--- config.mk ---
export PLATFORM = sky130hd
export DESIGN_NAME = instruction_fetch_queue
export DESIGN_NICKNAME = d
export VERILOG_FILES = /design/src/rtl/instruction_fetch_queue.sv
export SDC_FILE = /design/constraint.sdc
export NUM_CORES = 1
export LEC_CHECK = 0
export BUFFER_PORTS_ARGS = -buffer_cell sky130_fd_sc_hd__buf_2
export CORE_UTILIZATION = 50
export CTS_CLUSTER_SIZE = 8
export DETAILED_ROUTE_END_ITERATION = 16
export PLACE_DENSITY = 0.75
export SETUP_SLACK_MARGIN = 0.15
export SLEW_MARGIN = 20
export SYNTH_ARGS = -nofsm -noshare
export SYNTH_HDL_FRONTEND = slang
export SYNTH_SLANG_ARGS = --single-unit
--- constraint.sdc ---
create_clock -name CLK -period 2.46 [get_ports CLK]
set_input_delay 0.369 -clock CLK [delete_from_list [all_inputs] [get_ports CLK]]
set_output_delay 0.369 -clock CLK [all_outputs]
set_load 0.05 [all_outputs]
--- src/rtl/instruction_fetch_queue.sv ---
// First-word-fall-through queue of {PC, instruction} pairs between fetch and decode.
// Supports decode stall, one-cycle flush on branch/jump clear, and synchronous reset.
module instruction_fetch_queue #(
    parameter int ADDRESS_WIDTH = 32,
    parameter int DATA_WIDTH    = 32,
    parameter int DEPTH         = 4,
    parameter int COUNT_WIDTH   = $clog2(DEPTH + 1)
) (
    input  logic                     CLK,
    input  logic                     RST,
    input  logic                     CLEAR_INSTRUCTION_FETCH_STAGE,
    input  logic                     STALL_INSTRUCTION_FETCH_STAGE,
    input  logic [ADDRESS_WIDTH-1:0] PC_IN,
    input  logic [DATA_WIDTH-1:0]    INSTRUCTION_IN,
    input  logic                     PC_VALID_IN,
    output logic                     READY_OUT,
    output logic [ADDRESS_WIDTH-1:0] PC_OUT,
    output logic [DATA_WIDTH-1:0]    INSTRUCTION_OUT,
    output logic                     PC_VALID_OUT,
    output logic [COUNT_WIDTH-1:0]   COUNT_OUT
);

    localparam int PTR_WIDTH = $clog2(DEPTH);
    localparam logic [COUNT_WIDTH-1:0] FULL_COUNT = COUNT_WIDTH'(DEPTH);

    logic [ADDRESS_WIDTH-1:0] pc_mem    [DEPTH];
    logic [DATA_WIDTH-1:0]    instr_mem [DEPTH];
    logic [PTR_WIDTH-1:0]     rd_ptr;
    logic [PTR_WIDTH-1:0]     wr_ptr;
    logic [COUNT_WIDTH-1:0]   count;
    logic                     push;
    logic                     pop;

    // Handshake: a transfer happens on an edge where the sender's valid and the
    // receiver's ready are both high. Upstream: PC_VALID_IN / READY_OUT, and a
    // dropped entry must be held by upstream. Downstream: PC_VALID_OUT / !STALL.
    // READY_OUT depends on the registered count only, so a full queue refuses a
    // push even when it is popping in the same cycle.
    assign READY_OUT    = (count != FULL_COUNT);
    assign PC_VALID_OUT = (count != '0);
    assign COUNT_OUT    = count;

    assign push = PC_VALID_IN && READY_OUT;
    assign pop  = PC_VALID_OUT && !STALL_INSTRUCTION_FETCH_STAGE;

    // Empty queue presents zeros so decode never sees stale storage.
    assign PC_OUT          = PC_VALID_OUT ? pc_mem[rd_ptr]    : '0;
    assign INSTRUCTION_OUT = PC_VALID_OUT ? instr_mem[rd_ptr] : '0;

    always_ff @(posedge CLK) begin
        if (push) begin
            pc_mem[wr_ptr]    <= PC_IN;
            instr_mem[wr_ptr] <= INSTRUCTION_IN;
        end
    end

    always_ff @(posedge CLK) begin
        if (RST || CLEAR_INSTRUCTION_FETCH_STAGE) begin
            rd_ptr <= '0;
            wr_ptr <= '0;
            count  <= '0;
        end else begin
            if (push) begin
                wr_ptr <= wr_ptr + PTR_WIDTH'(1);
            end
            if (pop) begin
                rd_ptr <= rd_ptr + PTR_WIDTH'(1);
            end
            case ({push, pop})
                2'b10:   count <= count + COUNT_WIDTH'(1);
                2'b01:   count <= count - COUNT_WIDTH'(1);
                default: count <= count;
            endcase
        end
    end

endmodule
# Word-level counts from Yosys, hierarchy flattened
# Memories as Yosys holds them, arrays and structs flattened. A register that Yosys moved wholly into a read port is not among the register bits.
# Index checks and enable logic that the tools add are counted.
# totals
ff_bits,7
mem_bits_rw,256
in_bits,69
out_inout_bits,69
wordCells,27
mem_count,2
# op_classes
addsub,4
eq_ne,3
mux,9
reduce_logical,6
# memory_table
memory,words,word_bits,read_ports,rd_ports_with_merged_regs,wr,line_no,text
instr_mem,4,32,1,1,1,27,logic [DATA_WIDTH-1:0] instr_mem [DEPTH];
pc_mem,4,32,1,1,1,26,logic [ADDRESS_WIDTH-1:0] pc_mem [DEPTH];
# ops
operator,n
$mux 32,2
$mux 2,4
$pmux 3 s2,1
$add 2x1->2 const B,2
$add 3x1->3 const B,1
$ne 3x3->1 const B,1
$reduce_bool 3->1,1
$sub 3x1->3 const B,1
$eq 2x1->1 const B,1
$eq 2x2->1 const B,1
$logic_and 1x1->1,2
$mux 1,2
$reduce_bool 2->1,1
$logic_not 1->1,1
$logic_or 1x1->1,1

# Logic depth before layout (Yosys ltp)
# logic_depth
ltp_word,4
depth_mapped,9
ltp_nobuf,8

# Worst setup path after synthesis
# No wires, ideal clock.
# synth_timing
path_kind,register -> register
from,"reg count[0], in the netlist COUNT_OUT[0]"
to,"mem instr_mem[0][0], enable pin"
setup_ns,0.429
arrival_ns,3.070
required_time_ns,2.031
slack_ns,-1.040
stages_incl_launch_ff,4
synth_period_minus_slack_ns,3.500
cell_sequence,dfxtp_1 or3b_1 clkbuf_1 and3_1
# synth_between
elab_chain_cells,4
# synth_rtl
item,line_no,text
start: declaration,30,logic [COUNT_WIDTH-1:0] count;
start signal: assignment,70,2'b10: count <= count + COUNT_WIDTH'(1);
start signal: assignment,71,2'b01: count <= count - COUNT_WIDTH'(1);
start signal: assignment,72,default: count <= count;
$ne 3x3->1,39,assign READY_OUT = (count != FULL_COUNT);
via READY_OUT,16,"output logic READY_OUT,"
$logic_and 1x1->1,43,assign push = PC_VALID_IN && READY_OUT;
$mux 1,51,if (push) begin
$mux 1 (not written as such),53,instr_mem[wr_ptr] <= INSTRUCTION_IN;
end: declaration,27,
# The timed path passes the listed nets, and every way through them passes these cells.

==> flow_summary.toml <==
[run_status]
outcome = "finished, violations left"
violations = "negative setup slack"

[synth]
synth_edf_count = 256
yosysMostFrequentCell = "edfxtp_1"
yosys.area_share.simple_pct = 5.05
syn_area_um2 = 10200
synthTopCellsByCount = "edfxtp_1, and2_1, mux4_2, clkbuf_1, dfxtp_1"
yosysTopAreaCell = "edfxtp_1"
synth_ff_type = "edfxtp_1"
ys_ff_latch = 265
synth_top_family_by_area = "multiplexers"
synth.area.top_cells = "edfxtp_1, mux4_2, and2_1"
yosysTopAreaCellShare_pct = 75.7
synth-adder-area-share_pct = 0.813
synthXorXnorAreaFrac_pct = 0.173
synth_cell_types = 23
yosysSeqAreaShare_pct = 77.5
synth_fp_nets = 536
synth_mux_area_share_pct = 14.4
yosysWarnings = 0
postSynthAreaPerCell_um2 = 22.0
syn_inst = 461
async_flop_share_pct = 0
synth_compound_area_share_pct = 0.394

[die]
start_util_pct = 51.7
die_height_um = 144
io_pins = 138
die_x_um = 144
die_area_um2 = 20900
rows = 51
core-area_um2 = 19700

[clocking]
cts_tree = "built"
clock-root-buffer = "clkbuf_16"
cts_buffers = 39
htree_levels = 2
cts_buffer_depth = 3
clk_pin_slew_ps = 50
clock_sinks = 265
cts_hold_buf = 0
clk_latency_ps = 510

[hold_path]
min_path_cells = 1
worstHoldPathType = "input port to register"

[setup_path]
crit_arrival_ps = 2100
critPathMaxStageDelay_ps = 500
cp_data_required_time_ps = 2090
end_kind = "primary output"
critPathMaxFanout = 6
r2r_cells = 8
worst-path-stages = 6
crit_slowest_cell = "mux4_2"
path_class = "register to primary output"
crit_family = "buffers and inverters"
crit_path_frequent_cell = "buf_12"
start_kind = "register"
cp_cell_sequence = "buf_12, buf_12, buf_16, mux4_2, and2_4, buf_6"
critPathBufInv = 4

[cells_and_area]
drive_above_1_share_pct = 51.4
nNetsFinal = 722
area_delta_synth_final_pct = 32.0
nFillCells = 1257

[pwr]
power_mw = 10.8
power_density_nw_per_um2 = 804
ir_worst_vdd_v = 0.000586
p_leak_nw = 4.64

[sta]
worstMarginPinSlew_ps = 419
hold_viol_final = 0
skew_ps = 26.4
finalMaxSlewViolations = 0
whs_ps = 70.4
finalSetupViolations = 7
setup_ws_ps = -13.7
timing.final.crit_share_pct = 101
rsz0062_at_grt = "yes"
tns_ps = -51.2
finalCriticalPeriod_ps = 2470
relSlewSlack_pct = 72.1
fmax_mhz = 404

[place]
portBuffers = 137
dp.final_hpwl_um = 10500
gp_congestion = 0.708

[global_routing]
grt_pass1_wl_um = 29800
grt_pass1_vias = 5597
grt_max_degree = 66
antenna_found_initial = 1
grt_usage_pct = 19.5
gr-total-overflow = 0

[detailed_routing]
vias = 5051
drt_iter0_markers = 304
vias_per_cell = 5.44
first_pass_iters = 4
drt_wl_total_um = 20000
wire_per_inst_um = 21.5
drc = 0
ant_nets = 0

[run]
maxCapViolCount = 0
==> placed cells by master, fill, tap and decap left out, types with 6 or more instances in the layout <==
cell type,instances
mux4_2,64
clkbuf_16,42
buf_4,10
buf_8,34
buf_6,31
buf_16,6
buf_2,73
and2_1,13
buf_12,12
edfxtp_1,256
clkbuf_1,14
and2_4,51
==> final cells by class <==
class	count	area (um2)	area share [%]
inverter	6	48.8	0.364
antenna	1	2.50	0.0187
multi-input combinational	167	2290	17.1
clock inverter	3	33.8	0.252
sequential	265	7880	58.8
clock buffer	54	1050	7.86
timing repair buffer	168	1760	13.1
tap	265	332	2.47
==> repair_timing <==
item / in CTS / in global routing
cloned: 5 / 2
endpoints found under the setup margin: 66 / 66
buffers inserted: 9 / 5
pin swaps: 0 / 1
resized for setup: 185 / 48
==> sequential cells by signal (all words and copies together), names as in the netlist, named ones only <==
signal / flops
COUNT_OUT: 3
instr_mem: 128
pc_mem: 128
rd_ptr: 2
wr_ptr: 2
==> worst register-to-register path: cells and delay by family (launching register included) <==
family	cells	cell delay (ps)
and+or+nand+nor	3	850
AOI/OAI and AO/OA	1	140
DFF	1	380
xor gates and xnor gates	1	180
buffers and inverters	1	50
adders and majority gates	2	540
==> per-layer routing <==
layer,track usage [%],part of all wire (%),vias to the layer above
met5,0,0,-
met4,6.87,2.2,0
met3,4.21,4.9,41
met2,34.2,53,160
met1,24.0,40,2612
li1,-,-,2238
==> final timing paths <==
| kind | startpoint | endpoint | slack, ps |
|---|---|---|---|
| max | register | PC_OUT[28] | -10 |
| min | INSTRUCTION_IN[31] | instr_mem[1][31] | 70 |
| max reg2reg | COUNT_OUT[2] | COUNT_OUT[2] | 250 |
| min reg2reg | wr_ptr[1] | wr_ptr[1] | 520 |
==> power breakdown <==
part	total [mW]	switching (mW)	internal, mW
clock	4.66	1.72	2.94
sequential	5.12	0.0322	5.08
combinational	1.00	0.562	0.439
total	10.8	2.32	8.46
==> through the flow <==
stage	util [%]	setup slack [ps]	std cells	area (um2)
after floorplan	-	152	461	10200
after global placement	57.2	256	850	11200
after detailed placement	57.2	136	850	11200
after CTS	66.8	-27.9	921	13100
after global routing	68.2	-75.1	928	13400
final	68.2	-13.7	929	13400
==> cells by family (layout without fill, tap and decap cells) <==
group           count (synthesis)  in the layout
flops                         265            265
simple gates                   85             85
mux                            66             66
buf+inv                        29            231
compound gates                  8              8
fa+ha+maj                       6              6
xor+xnor                        2              2
other cells                     0              1
No activity file was read; power rests on OpenSTA's default activity.
